--- config.mk ---
export PLATFORM = sky130hd
export DESIGN_NAME = vmode_switch_ctrl
export DESIGN_NICKNAME = d
export VERILOG_FILES = /design/src/rtl/vmode_switch_ctrl.sv
export SDC_FILE = /design/constraint.sdc
export NUM_CORES = 1
export LEC_CHECK = 0
export CAP_MARGIN = 20
export CORE_MARGIN = 1
export CORE_UTILIZATION = 50
export CTS_CLUSTER_DIAMETER = 80
export DETAILED_ROUTE_END_ITERATION = 7
export GPL_TIMING_DRIVEN = 1
export PLACE_DENSITY = 0.9
export SLEW_MARGIN = 20
export SYNTH_ARGS = -nofsm -noshare
export SYNTH_HDL_FRONTEND = slang
export SYNTH_SLANG_ARGS = --single-unit
--- constraint.sdc ---
create_clock -name i_pixclk -period 2.7 [get_ports i_pixclk]
set_clock_uncertainty 0.1 [all_clocks]
set_input_delay 0.54 -clock i_pixclk [delete_from_list [all_inputs] [get_ports i_pixclk]]
set_output_delay 0.54 -clock i_pixclk [all_outputs]
set_load 0.02 [all_outputs]
--- src/rtl/vmode_switch_ctrl.sv ---
// Video-mode switch controller: validates a requested mode, waits for a frame boundary, then
// applies it while holding the timing generator in reset. Build macro VMODE_TIMEOUT_EN adds a frame-wait timeout.
module vmode_switch_ctrl #(
    parameter int unsigned        HW         = 12,
    parameter int unsigned        VW         = 12,
    parameter int unsigned        RST_CYCLES = 4,
    parameter int unsigned        MIN_ACTIVE = 16,
    parameter logic [4*HW-1:0]    DEF_HMODE  = {HW'(640), HW'(656), HW'(752), HW'(800)},
    parameter logic [4*VW-1:0]    DEF_VMODE  = {VW'(480), VW'(490), VW'(492), VW'(525)},
    parameter int unsigned        TIMEOUT    = 2000000
) (
    input  logic          i_pixclk,
    input  logic          i_reset_n,
    input  logic          i_req_valid,
    output logic          o_req_ready,
    input  logic [HW-1:0] i_hm_width,
    input  logic [HW-1:0] i_hm_porch,
    input  logic [HW-1:0] i_hm_synch,
    input  logic [HW-1:0] i_hm_raw,
    input  logic [VW-1:0] i_vm_height,
    input  logic [VW-1:0] i_vm_porch,
    input  logic [VW-1:0] i_vm_synch,
    input  logic [VW-1:0] i_vm_raw,
    input  logic          i_newframe,
    output logic          o_tg_reset,
    output logic [HW-1:0] o_hm_width,
    output logic [HW-1:0] o_hm_porch,
    output logic [HW-1:0] o_hm_synch,
    output logic [HW-1:0] o_hm_raw,
    output logic [VW-1:0] o_vm_height,
    output logic [VW-1:0] o_vm_porch,
    output logic [VW-1:0] o_vm_synch,
    output logic [VW-1:0] o_vm_raw,
    output logic          o_busy,
    output logic          o_done,
    output logic          o_err
);

    typedef enum logic [1:0] {StIdle, StCheck, StWait, StHold} state_e;

    localparam int unsigned   CW      = (RST_CYCLES > 1) ? $clog2(RST_CYCLES) : 1;
    localparam logic [CW-1:0] CntLoad = CW'(RST_CYCLES - 1);

    if (RST_CYCLES < 1 || TIMEOUT < 1) begin : g_bad_param
        $error("vmode_switch_ctrl: RST_CYCLES and TIMEOUT must be at least 1");
    end

    state_e          state_q, state_d;
    logic [CW-1:0]   cnt_q, cnt_d;
    logic            sw_q, sw_d;  // current HOLD phase belongs to a requested switch
    logic [4*HW-1:0] sh_h_q, sh_h_d, hm_q, hm_d;
    logic [4*VW-1:0] sh_v_q, sh_v_d, vm_q, vm_d;
    logic            tg_q, tg_d, ready_q, busy_q, done_q, done_d, err_q, err_d;
    logic            mode_ok, frame_go;

    assign mode_ok =
        (sh_h_q[4*HW-1 -: HW] > HW'(MIN_ACTIVE)) &&
        (sh_h_q[4*HW-1 -: HW] < sh_h_q[3*HW-1 -: HW]) &&
        (sh_h_q[3*HW-1 -: HW] < sh_h_q[2*HW-1 -: HW]) &&
        (sh_h_q[2*HW-1 -: HW] < sh_h_q[HW-1:0]) &&
        (sh_v_q[4*VW-1 -: VW] > VW'(MIN_ACTIVE)) &&
        (sh_v_q[4*VW-1 -: VW] < sh_v_q[3*VW-1 -: VW]) &&
        (sh_v_q[3*VW-1 -: VW] < sh_v_q[2*VW-1 -: VW]) &&
        (sh_v_q[2*VW-1 -: VW] < sh_v_q[VW-1:0]);

`ifdef VMODE_TIMEOUT_EN
    localparam int unsigned TW = $clog2(TIMEOUT + 1);
    logic [TW-1:0] tmr_q;

    // Counts cycles spent in WAIT; held at zero everywhere else.
    always_ff @(posedge i_pixclk) begin
        if (!i_reset_n || state_q != StWait) begin
            tmr_q <= '0;
        end else begin
            tmr_q <= tmr_q + TW'(1);
        end
    end

    assign frame_go = i_newframe || (tmr_q == TW'(TIMEOUT - 1));
`else
    assign frame_go = i_newframe;
`endif

    always_comb begin
        state_d = state_q;
        cnt_d   = cnt_q;
        sw_d    = sw_q;
        sh_h_d  = sh_h_q;
        sh_v_d  = sh_v_q;
        hm_d    = hm_q;
        vm_d    = vm_q;
        tg_d    = tg_q;
        done_d  = 1'b0;
        err_d   = 1'b0;
        unique case (state_q)
            StIdle: begin
                if (i_req_valid && ready_q) begin
                    sh_h_d  = {i_hm_width, i_hm_porch, i_hm_synch, i_hm_raw};
                    sh_v_d  = {i_vm_height, i_vm_porch, i_vm_synch, i_vm_raw};
                    state_d = StCheck;
                end
            end
            StCheck: begin
                if (mode_ok) begin
                    state_d = StWait;
                end else begin
                    err_d   = 1'b1;
                    state_d = StIdle;
                end
            end
            StWait: begin
                if (frame_go) begin
                    hm_d    = sh_h_q;
                    vm_d    = sh_v_q;
                    tg_d    = 1'b1;
                    cnt_d   = CntLoad;
                    sw_d    = 1'b1;
                    state_d = StHold;
                end
            end
            StHold: begin
                if (cnt_q == '0) begin
                    tg_d    = 1'b0;
                    done_d  = sw_q;
                    sw_d    = 1'b0;
                    state_d = StIdle;
                end else begin
                    cnt_d = cnt_q - CW'(1);
                end
            end
        endcase
    end

    always_ff @(posedge i_pixclk) begin
        if (!i_reset_n) begin
            state_q <= StHold;
            cnt_q   <= CntLoad;
            sw_q    <= 1'b0;
            sh_h_q  <= '0;
            sh_v_q  <= '0;
            hm_q    <= DEF_HMODE;
            vm_q    <= DEF_VMODE;
            tg_q    <= 1'b1;
            ready_q <= 1'b0;
            busy_q  <= 1'b1;
            done_q  <= 1'b0;
            err_q   <= 1'b0;
        end else begin
            state_q <= state_d;
            cnt_q   <= cnt_d;
            sw_q    <= sw_d;
            sh_h_q  <= sh_h_d;
            sh_v_q  <= sh_v_d;
            hm_q    <= hm_d;
            vm_q    <= vm_d;
            tg_q    <= tg_d;
            ready_q <= (state_d == StIdle);
            busy_q  <= (state_d != StIdle);
            done_q  <= done_d;
            err_q   <= err_d;
        end
    end

    assign o_req_ready = ready_q;
    assign o_busy      = busy_q;
    assign o_done      = done_q;
    assign o_err       = err_q;
    assign o_tg_reset  = tg_q;
    assign o_hm_width  = hm_q[4*HW-1 -: HW];
    assign o_hm_porch  = hm_q[3*HW-1 -: HW];
    assign o_hm_synch  = hm_q[2*HW-1 -: HW];
    assign o_hm_raw    = hm_q[HW-1:0];
    assign o_vm_height = vm_q[4*VW-1 -: VW];
    assign o_vm_porch  = vm_q[3*VW-1 -: VW];
    assign o_vm_synch  = vm_q[2*VW-1 -: VW];
    assign o_vm_raw    = vm_q[VW-1:0];

endmodule

# --- Yosys cells after proc, flatten, opt, wreduce, memory -nomap -nowiden ---
# Cells that the tools add are included.
classes:
  n_addsub: 1
  n_lt_le_gt_ge: 8
  n_eq_ne: 6
  muxes: 12
  n_reduce_logical: 19
op_table:
  columns: ["op", "n"]
  rows:
  - ["$lt A12 B12 Y1", 6]
  - ["$gt A12 B5 Y1 const B", 2]
  - ["$mux W2", 6]
  - ["$reduce_and A3 Y1", 3]
  - ["$logic_and A1 B1 Y1", 8]
  - ["$pmux W2 S4", 1]
  - ["$logic_not A2 Y1", 3]
  - ["$ne A2 B2 Y1 const B", 3]
  - ["$reduce_and A2 Y1", 3]
  - ["$eq A2 B2 Y1 const B", 2]
  - ["$pmux W2 S2", 1]
  - ["$reduce_bool A2 Y1", 2]
  - ["$mux W1", 3]
  - ["$eq A2 B1 Y1 const B", 1]
  - ["$pmux W1 S2", 1]
  - ["$sub A2 B1 Y2 const B", 1]
word_totals:
  register_bits: 202
  inputBits: 100
  output_inout_bits: 101
  elab_cells: 58

# --- Logic depth before layout (Yosys ltp) ---
# Gate-level depths: netlist (run 1).
depth:
  word_depth: 11
  ltp_mapped: 9

# --- Worst setup path before layout (run 1) ---
# Ideal clock, no wire load.
synth_timing:
  path_type: "reg2reg"
  start: "reg sh_h_q[23]"
  end: "reg ready_q (netlist: o_req_ready)"
  arrival_ns: 2.073
  t_required_ns: 2.485
  setup_slack_ns: 0.412
  path_stages_with_launch: 10
  path_buffers: 0
  period_less_slack_ns: 2.288
  path_cell_list: "dfxtp_1 > inv_1 > ha_1 > or4_4 > a2111oi_2 > and4_1 > o221ai_2 > nor4_4 > nand3_2 > and2_1"
synth_between:
  elab_chain_len: 10
  elab_cells_between_ends: 11
  cone_classes: "order compare (2); mux (2); reduce/logical (7)"
synth_rtl:
  columns: ["element", "line_no", "rtl"]
  rows:
  - ["start: declaration", "51", "logic [4*HW-1:0] sh_h_q, sh_h_d, hm_q, hm_d;"]
  - ["start signal: assignment", "152", "sh_h_q <= sh_h_d;"]
  - ["$lt A12 B12 Y1", "59", "(sh_h_q[3*HW-1 -: HW] < sh_h_q[2*HW-1 -: HW]) &&"]
  - ["$logic_and A1 B1 Y1", "58", "(sh_h_q[4*HW-1 -: HW] < sh_h_q[3*HW-1 -: HW]) &&"]
  - ["$logic_and A1 B1 Y1 *", "59", null]
  - ["$logic_and A1 B1 Y1 *", "60", "(sh_h_q[2*HW-1 -: HW] < sh_h_q[HW-1:0]) &&"]
  - ["$logic_and A1 B1 Y1 *", "61", "(sh_v_q[4*VW-1 -: VW] > VW'(MIN_ACTIVE)) &&"]
  - ["$logic_and A1 B1 Y1 *", "62", "(sh_v_q[4*VW-1 -: VW] < sh_v_q[3*VW-1 -: VW]) &&"]
  - ["$logic_and A1 B1 Y1 *", "63", "(sh_v_q[3*VW-1 -: VW] < sh_v_q[2*VW-1 -: VW]) &&"]
  - ["$mux W2 *", "104", "if (mode_ok) begin"]
  - ["$pmux W2 S4 *", "95", "unique case (state_q)"]
  - ["$logic_not A2 Y1 *", "157", "ready_q <= (state_d == StIdle);"]
  - ["end signal: assignment", "157", null]
  - ["end: declaration", "53", "logic tg_q, tg_d, ready_q, busy_q, done_q, done_d, err_q, err_d;"]
# Every way passes the cells marked *; elsewhere a longest branch is shown, timed or not.
# A chain may end at the register's enable or synchronous reset.

# --- Worst setup path after layout (run 1) ---
# Ends and elaborated chain as after synthesis.

==> results of run 1 <==
-- metrics by stage --
step | area, um2 | setup slack [ps] | cells | utilization | hold slack [ps]
2_1_floorplan | 8473 | 411.8 | 988 | - | 322.7
3_3_place_gp | 10760 | 308.3 | 1370 | 0.6486 | 335.0
3_5_place_dp | 10760 | 205.9 | 1370 | 0.6486 | 341.0
4_1_cts | 11450 | 182.9 | 1406 | 0.6904 | 351.2
5_1_grt | 11450 | 59.97 | 1406 | 0.6904 | 366.7
6_report | 11450 | 194.1 | 1406 | 0.6904 | 347.7
-- worst min path at each step --
stage | endpoint | from | slack (ps)
5_1_grt | sh_h_q[9] | sh_h_q[9] | 370
2_1_floorplan | o_done | sw_q | 320
3_5_place_dp | o_done | sw_q | 340
3_3_place_gp | vm_q[10] | vm_q[10] | 340
6_report | hm_q[34] | hm_q[34] | 350
4_1_cts | hm_q[34] | hm_q[34] | 350
-- flip-flops by register name (all words and copies together), names as in the netlist --
name / flops
sh_h_q: 48
hm_q: 48
state_q: 2
sh_v_q: 48
o_err: 1
o_tg_reset: 1
cnt_q: 2
vm_q: 48
o_done: 1
o_busy: 1
sw_q: 1
o_req_ready: 1
-- kinds of logic after synthesis --
| kind of cell | after synthesis | synth area share |
|---|---|---|
| AOI/OAI and AO/OA | 255 | 0.2042 |
| muxes | 1 | 0.001329 |
| DFF | 202 | 0.4773 |
| buffers and inverters | 123 | 0.05464 |
| and+or+nand+nor | 340 | 0.1636 |
| adders and majority gates | 67 | 0.09894 |
-- placed cells by master (no fill, tap or decap), types with 5 or more instances in the layout --
cell / Yosys / final
nor2_1: 38 / 38
clkbuf_8: 0 / 8
ha_1: 67 / 67
clkdlybuf4s50_1: 0 / 199
nor3_1: 5 / 5
o22a_1: 7 / 7
buf_12: 0 / 5
nand2_1: 264 / 263
clkbuf_16: 0 / 21
o21ai_0: 11 / 11
a21boi_1: 97 / 97
o21ai_1: 45 / 44
nand3_1: 8 / 7
nor2b_1: 6 / 5
a21oi_1: 49 / 49
nand4_1: 5 / 5
a22o_1: 24 / 24
inv_1: 69 / 69
buf_4: 0 / 11
dfxtp_1: 202 / 202
-- final cells by class --
| cell class | instances | area (um2) |
|---|---|---|
| well taps | 220 | 275.3 |
| clock buffers | 32 | 646.9 |
| fillers | 1294 | 5135 |
| flip-flops and latches | 202 | 4044 |
| inverters | 69 | 259.0 |
| clock inverters | 4 | 45.04 |
| multi-input cells | 663 | 3999 |
| repair buffers | 216 | 2180 |
-- metal layers --
| metal | up-vias | track usage | share of wire |
|---|---|---|---|
| li1 | 3667 | - | - |
| met1 | 3569 | 0.3420 | 0.41 |
| met2 | 308 | 0.4724 | 0.49 |
| met3 | 49 | 0.03883 | 0.069 |
| met4 | 0 | 0.08876 | 0.028 |
| met5 | - | 0 | 0 |
-- critical path, delay by kind of cell (launching register included) --
kind                     cells  cell delay, ps
AO/OA/AOI/OAI                2             380
adder cells (fa/ha/maj)      1             200
flip-flops                   1             350
AND/OR/NAND/NOR              5            1280
buffers and inverters        1              80
-- power by group --
part	leakage [nW]	switching [mW]	internal [mW]
sequential	1.63	0.0952	3.10
combinational	2.24	0.416	0.429
clock	0.346	1.14	1.74
total	4.22	1.66	5.27
==> flow_metrics.py, run 1 <==
metrics = {
    "worst_setup_path": {
        "cp-endpoint": "o_req_ready",
        "regToRegStartpoint": "sh_h_q[23]",
        "worstPathMaxFanout": 3,
        "slowest_stage": "or4_4",
        "startpoint_type": "flop",
        "critPathLaunch": "sh_h_q[23]",
        "worstPathRequired_ps": 2970,
        "slowest_delay_ps": 530,
        "rr_endpoint": "o_req_ready",
        "regToRegSetupSlack_ps": 190,
        "path_cells": "inv_1 -> ha_1 -> or4_4 -> a2111oi_2 -> and4_1 -> o221ai_2 -> nor4_4 -> nand3_2 -> and2_1",
        "cp-end-kind": "flop",
        "worst-setup-path-type": "flop to flop",
        "critical_path_arrival_ps": 2780,
        "reg2regPathDepth": 9,
    },
    "sta": {
        "maxSlewHeadroom": 0.5789,
        "timing.fmax_mhz": 399.1,
        "drv_slew": 0,
        "hold_viol_final": 0,
        "rsz0062_at_grt": "no",
        "fin_crit_sh": 0.9281,
        "setup_tns_ps": 0,
        "fin_crit_ps": 2506,
        "worst_slew_pin_slew_ps": 615.7,
        "finalSetupViolations": 0,
    },
    "detailed_routing": {
        "routed_wl_mm": 23.89,
        "dr_total_vias": 7593,
        "drc": 0,
        "ant_nets": 0,
        "drt_iter0_markers": 388,
        "wl_per_cell_um": 16.99,
        "drt-pass1-iter-count": 5,
        "via_per_inst": 5.400,
    },
    "clocking": {
        "cts_tree": "yes",
        "numCtsBuffers": 21,
        "insertion_delay_ps": 480,
        "clock_path_buffers": 3,
        "ctsResizeCount": 0,
        "cts-root-buf": "clkbuf_16",
        "clock-sinks": 202,
        "clk_pin_slew_ps": 60,
        "htreeDepth": 1,
        "hold_buffers": 0,
        "post_cts_buffers": 0,
    },
    "logic_synthesis": {
        "synthArstFlopShare": 0,
        "ys_seq_area_frac": 0.4773,
        "synth_top_cells_by_count": "264 x nand2_1, 202 x dfxtp_1, 97 x a21boi_1, 69 x inv_1, 67 x ha_1",
        "synthMostInstantiatedCell": "nand2_1",
        "postSynthCellCount": 988,
        "synth_area_mm2": 0.008473,
        "synth_top_area_cell": "dfxtp_1",
        "synth.area.top_cells": "dfxtp_1 48%, nand2_1 12%, ha_1 9.9%",
        "postSynthNetCount": 1155,
        "synth-main-ff-cell": "dfxtp_1",
        "synth_area_per_cell_um2": 8.576,
        "ys_types": 44,
        "synth_edf_count": 0,
        "synth_top_cell_area_share": 0.4773,
        "yosys_warnings": 0,
        "synth_seq_cells": 202,
    },
    "power": {
        "p_total_mw": 6.923,
        "p_leak_nw": 4.217,
        "p_per_area_mw_per_mm2": 604.7,
        "ir_drop_mv": 0.3915,
    },
    "grt": {
        "grt_overflow": 0,
        "antenna_found_initial": 0,
        "gr-usage-all-layers": 0.2702,
        "grt_pass1_vias": 7386,
        "grt_max_degree": 60,
        "grt_pass1_wl_mm": 37.98,
    },
    "placement": {
        "hpwlAfterDp_mm": 17.13,
        "gp_congestion": 0.8749,
        "port_buffers": 200,
    },
    "run_status": {
        "outcome": "finished clean",
    },
    "flow_run": {
        "drv_cap": 0,
    },
    "min_path": {
        "holdPathStages": 2,
        "worstHoldPathType": "flop to flop",
    },
    "cells_and_area": {
        "insertedDiodeCount": 0,
        "drive_gt1_frac": 0.05565,
        "area_delta_synth_final_pct": 35.12,
        "nNetsFinal": 1340,
    },
    "floorplan": {
        "fp.dieArea_mm2": 0.01747,
        "row_count": 47,
        "pin_count": 201,
        "fp.dieW_um": 132.2,
        "core_area_mm2": 0.01658,
        "fp.dieH_um": 132.2,
        "start_util": 0.5109,
    },
}
No activity file was read; power rests on OpenSTA's default activity.
==> run 2, diff against run 1 <==
--- a/config.mk
+++ b/config.mk
@@ -6,6 +6,7 @@
 export NUM_CORES = 1
 export LEC_CHECK = 0
 export CAP_MARGIN = 20
+export CORE_ASPECT_RATIO = 0.6
 export CORE_MARGIN = 1
 export CORE_UTILIZATION = 50
 export CTS_CLUSTER_DIAMETER = 80
==> flow_metrics.py, run 2 (synthesis results as in run 1) <==
metrics = {
    "cells_and_area": {
        "final_common_cell": "nand2_1",
        "n_fill_cell": 1289,
        "area_delta_synth_final_pct": 34.61,
        "nNetsFinal": 1335,
        "final_area_mm2": 0.01141,
        "drive_gt1_frac": 0.05250,
        "mostFrequentLayoutCells": "263 x nand2_1, 202 x dfxtp_1, 199 x clkdlybuf4s50_1",
        "fin_util": 0.6957,
    },
    "detailed_routing": {
        "drc": 0,
        "met1_length_mm": 11.92,
        "routed_wl_mm": 25.06,
        "ant_nets": 0,
        "dr_wl_met2_mm": 10.53,
        "drt_iter0_markers": 468,
        "drt-pass1-iter-count": 5,
        "route.top_layer_used": "met5",
        "wl_per_cell_um": 17.77,
        "via_per_inst": 5.343,
        "dr_total_vias": 7534,
        "wl_met3_mm": 2.290,
    },
    "floorplan": {
        "fp.dieW_um": 170.1,
        "core_area_mm2": 0.01640,
        "start_util": 0.5168,
        "row_count": 36,
        "pin_count": 201,
        "fp.dieArea_mm2": 0.01749,
        "fp.dieH_um": 102.8,
    },
    "worst_setup_path": {
        "critical_path_arrival_ps": 2740,
        "worstPathRequired_ps": 2980,
        "worst-setup-path-type": "flop to flop",
        "cp-end-kind": "flop",
        "regToRegStartpoint": "sh_h_q[23]",
        "worstPathMaxFanout": 3,
        "startpoint_type": "flop",
        "critPathLaunch": "sh_h_q[23]",
    },
    "sta": {
        "setup_tns_ps": 0,
        "fin_crit_sh": 0.9133,
        "timing.fmax_mhz": 405.5,
        "drv_slew": 0,
        "rsz0062_at_grt": "no",
        "finalSetupViolations": 0,
        "hold_viol_final": 0,
        "fin_ws_ps": 234.0,
        "maxSlewHeadroom": 0.5031,
        "worst_slew_pin_slew_ps": 745.4,
        "fin_crit_ps": 2466,
    },
    "grt": {
        "gr-usage-all-layers": 0.2844,
        "antenna_found_initial": 2,
        "grt_max_degree": 79,
        "grt_pass1_vias": 7062,
        "grt_overflow": 0,
        "grt_pass1_wl_mm": 38.35,
    },
    "clocking": {
        "insertion_delay_ps": 490,
        "clock_path_buffers": 3,
        "cts_tree": "yes",
        "cts-root-buf": "clkbuf_16",
        "htreeDepth": 1,
        "post_cts_buffers": 0,
        "clk_pin_slew_ps": 60,
        "hold_buffers": 0,
        "numCtsBuffers": 19,
        "clock-sinks": 202,
        "ctsResizeCount": 0,
    },
    "min_path": {
        "worstHoldPathType": "flop to flop",
        "hold_start": "vm_q[11]",
    },
    "placement": {
        "gp_congestion": 0.9091,
        "port_buffers": 200,
        "placed_area_mm2": 0.01075,
        "dp_slack_ps": 267.3,
        "hpwlAfterDp_mm": 18.19,
    },
    "flow_run": {
        "drv_cap": 0,
    },
    "power": {
        "p_leak_nw": 4.170,
        "ir_drop_mv": 0.3270,
        "p_per_area_mw_per_mm2": 600.0,
        "p_total_mw": 6.843,
    },
    "run_status": {
        "outcome": "finished clean",
    },
}
run 2: layer usage:
metal,GRT usage,vias to the layer above
met2,0.4338,308
met5,0,-
met4,0.05544,2
li1,-,3667
met1,0.4057,3527
met3,0.07524,30
run 2: layout make-up:
type                       count  area (um2)  share of cell area
timing repair buffer         213        2157              0.1891
clock buffer                  23       510.5             0.04476
inverter                      69       259.0             0.02271
multi-input combinational    663        4006              0.3513
clock inverter                11       141.4             0.01240
tap                          228       285.3             0.02501
sequential                   202        4044              0.3545
antenna                        1       2.502           0.0002194
run 2: power by group:
group | total, mW | internal (mW) | switching (mW) | leakage (nW)
clock network | 2.79 | 1.65 | 1.14 | 0.314
registers | 3.20 | 3.10 | 0.104 | 1.63
logic | 0.851 | 0.432 | 0.419 | 2.23
total | 6.84 | 5.18 | 1.66 | 4.17
run 2: critical path: stages, from the launching register on:
cell,delay [ps]
dfxtp_1,360
inv_1,70
ha_1,200
or4_4,530
a2111oi_2,270
and4_1,240
o221ai_2,130
nor4_4,200
nand3_2,120
and2_1,150
run 2: final timing paths:
kind / slack [ps] / cells past startpoint / to
max: 230 / 9 / o_req_ready
min: 350 / 2 / vm_q[11]
max reg2reg: 230 / 9 / o_req_ready
min reg2reg: 350 / 2 / vm_q[11]
run 2: per-stage QoR:
step / std cells / hold slack (ps)
3_5_place_dp: 1375 / 340.9
6_report: 1410 / 347.1
3_3_place_gp: 1375 / 335.3
2_1_floorplan: 988 / 322.7
4_1_cts: 1409 / 349.8
5_1_grt: 1409 / 367.3
==> run 3, diff against run 2 <==
--- a/config.mk
+++ b/config.mk
@@ -8,11 +8,11 @@
 export CAP_MARGIN = 20
 export CORE_ASPECT_RATIO = 0.6
 export CORE_MARGIN = 1
-export CORE_UTILIZATION = 50
+export CORE_UTILIZATION = 35
 export CTS_CLUSTER_DIAMETER = 80
 export DETAILED_ROUTE_END_ITERATION = 7
 export GPL_TIMING_DRIVEN = 1
-export PLACE_DENSITY = 0.9
+export PLACE_DENSITY = 0.7
 export SLEW_MARGIN = 20
 export SYNTH_ARGS = -nofsm -noshare
 export SYNTH_HDL_FRONTEND = slang
==> flow_metrics.py, run 3 (synthesis results as in run 1) <==
metrics = {
    "sta": {
        "timing.fmax_mhz": 394.1,
        "hold_viol_final": 0,
        "finalSetupViolations": 0,
        "maxSlewHeadroom": 0.4656,
        "fin_crit_ps": 2537,
        "setup_tns_ps": 0,
        "rsz0062_at_grt": "no",
        "drv_slew": 0,
        "worst_slew_pin_slew_ps": 801.6,
        "hold-worst-slack_ps": 349.0,
        "fin_crit_sh": 0.9398,
    },
    "power": {
        "ir_drop_mv": 0.3626,
        "p_leak_nw": 4.220,
        "p_per_area_mw_per_mm2": 591.7,
    },
    "grt": {
        "antenna_found_initial": 3,
        "grt_max_degree": 85,
        "grt_pass1_wl_mm": 41.10,
        "grt_overflow": 0,
        "grt_pass1_vias": 7138,
        "gr-usage-all-layers": 0.2150,
    },
    "floorplan": {
        "start_util": 0.3620,
        "fp.dieH_um": 122.5,
        "row_count": 43,
        "pin_count": 201,
        "fp.dieW_um": 202.9,
        "core_area_mm2": 0.02340,
        "fp.dieArea_mm2": 0.02486,
    },
    "clocking": {
        "numCtsBuffers": 20,
        "htreeDepth": 1,
        "insertion_delay_ps": 500,
        "clock_path_buffers": 3,
        "hold_buffers": 0,
        "clock-sinks": 202,
        "cts_tree": "yes",
        "cts-root-buf": "clkbuf_16",
        "clk_pin_slew_ps": 70,
    },
    "placement": {
        "hpwlAfterDp_mm": 19.75,
        "gp_congestion": 0.8474,
        "port_buffers": 200,
        "placed_area_mm2": 0.01095,
    },
    "worst_setup_path": {
        "worstPathRequired_ps": 2990,
        "worstPathMaxFanout": 3,
        "regToRegSetupSlack_ps": 160,
        "reg2regPathDepth": 9,
        "critical_path_arrival_ps": 2830,
        "cp-end-kind": "flop",
        "worst-setup-path-type": "flop to flop",
        "startpoint_type": "flop",
    },
    "detailed_routing": {
        "drt_iter0_markers": 410,
        "ant_nets": 0,
        "wl_per_cell_um": 17.94,
        "dr_total_vias": 7416,
        "via_per_inst": 4.937,
        "routed_wl_mm": 26.94,
        "drt-pass1-iter-count": 4,
        "drc": 0,
    },
    "cells_and_area": {
        "drive_gt1_frac": 0.05649,
        "nNetsFinal": 1339,
        "final_common_cell": "nand2_1",
        "final_area_mm2": 0.01161,
        "area_delta_synth_final_pct": 36.98,
        "mostFrequentLayoutCells": "263 x nand2_1, 201 x dfxtp_1, 199 x clkdlybuf4s50_1",
    },
    "min_path": {
        "holdPathStages": 2,
        "worstHoldPathType": "flop to flop",
    },
    "flow_run": {
        "drv_cap": 0,
    },
    "run_status": {
        "outcome": "finished clean",
    },
}
## run 3: final cells by class
class	instances	area, um2
multi-input combinational	663	4024
tap	315	394.1
clock buffer	28	571.8
inverter	69	259.0
sequential	202	4045
antenna	1	2.502
fill	2219	11800
clock inverter	8	67.56
timing repair buffer	216	2242
## run 3: metal layers
metal	part of all wire	vias up	global-route usage
met5	0.00082	-	0
met3	0.079	29	0.05895
met2	0.40	211	0.3112
li1	-	3680	-
met1	0.51	3492	0.3207
met4	0.0095	4	0.03008
## run 3: power by group
group / leakage [nW] / total [mW] / internal, mW / switching (mW)
combinational: 2.27 / 0.887 / 0.449 / 0.438
sequential: 1.63 / 3.20 / 3.10 / 0.102
clock: 0.317 / 2.78 / 1.58 / 1.20
total: 4.22 / 6.87 / 5.13 / 1.74
## run 3: path summary, 6_finish.rpt
kind	from	endpoint
setup / recovery	sh_h_q[23]	o_req_ready
hold / removal	hm_q[22]	hm_q[22]
setup reg to reg	sh_h_q[23]	o_req_ready
hold reg to reg	hm_q[22]	hm_q[22]
## run 3: timing repair
item,4_1_cts,5_1_grt
hold endpoints to repair,0,0
setup buffers,0,0
resized for setup,0,4
setup endpoints to repair,0,1
## run 3: worst max-delay path: stages, from the launching register on
cell and delay (ps):
dfxtp_2 340, inv_1 60, ha_2 180, or4_4 540
a2111oi_4 190, and4_1 250, o221ai_2 120, nor4_4 330
nand3_2 130, and2_4 180
## run 3: through the flow
step,power (mW),std cells,worst slack (ps),utilization
floorplan,3.646,988,411.8,-
global placement,4.135,1465,271.6,0.4677
detailed placement,4.147,1465,191.1,0.4677
CTS,6.918,1501,146.1,0.4950
global route,7.122,1501,6.452,0.4958
finish,6.867,1502,162.6,0.4959
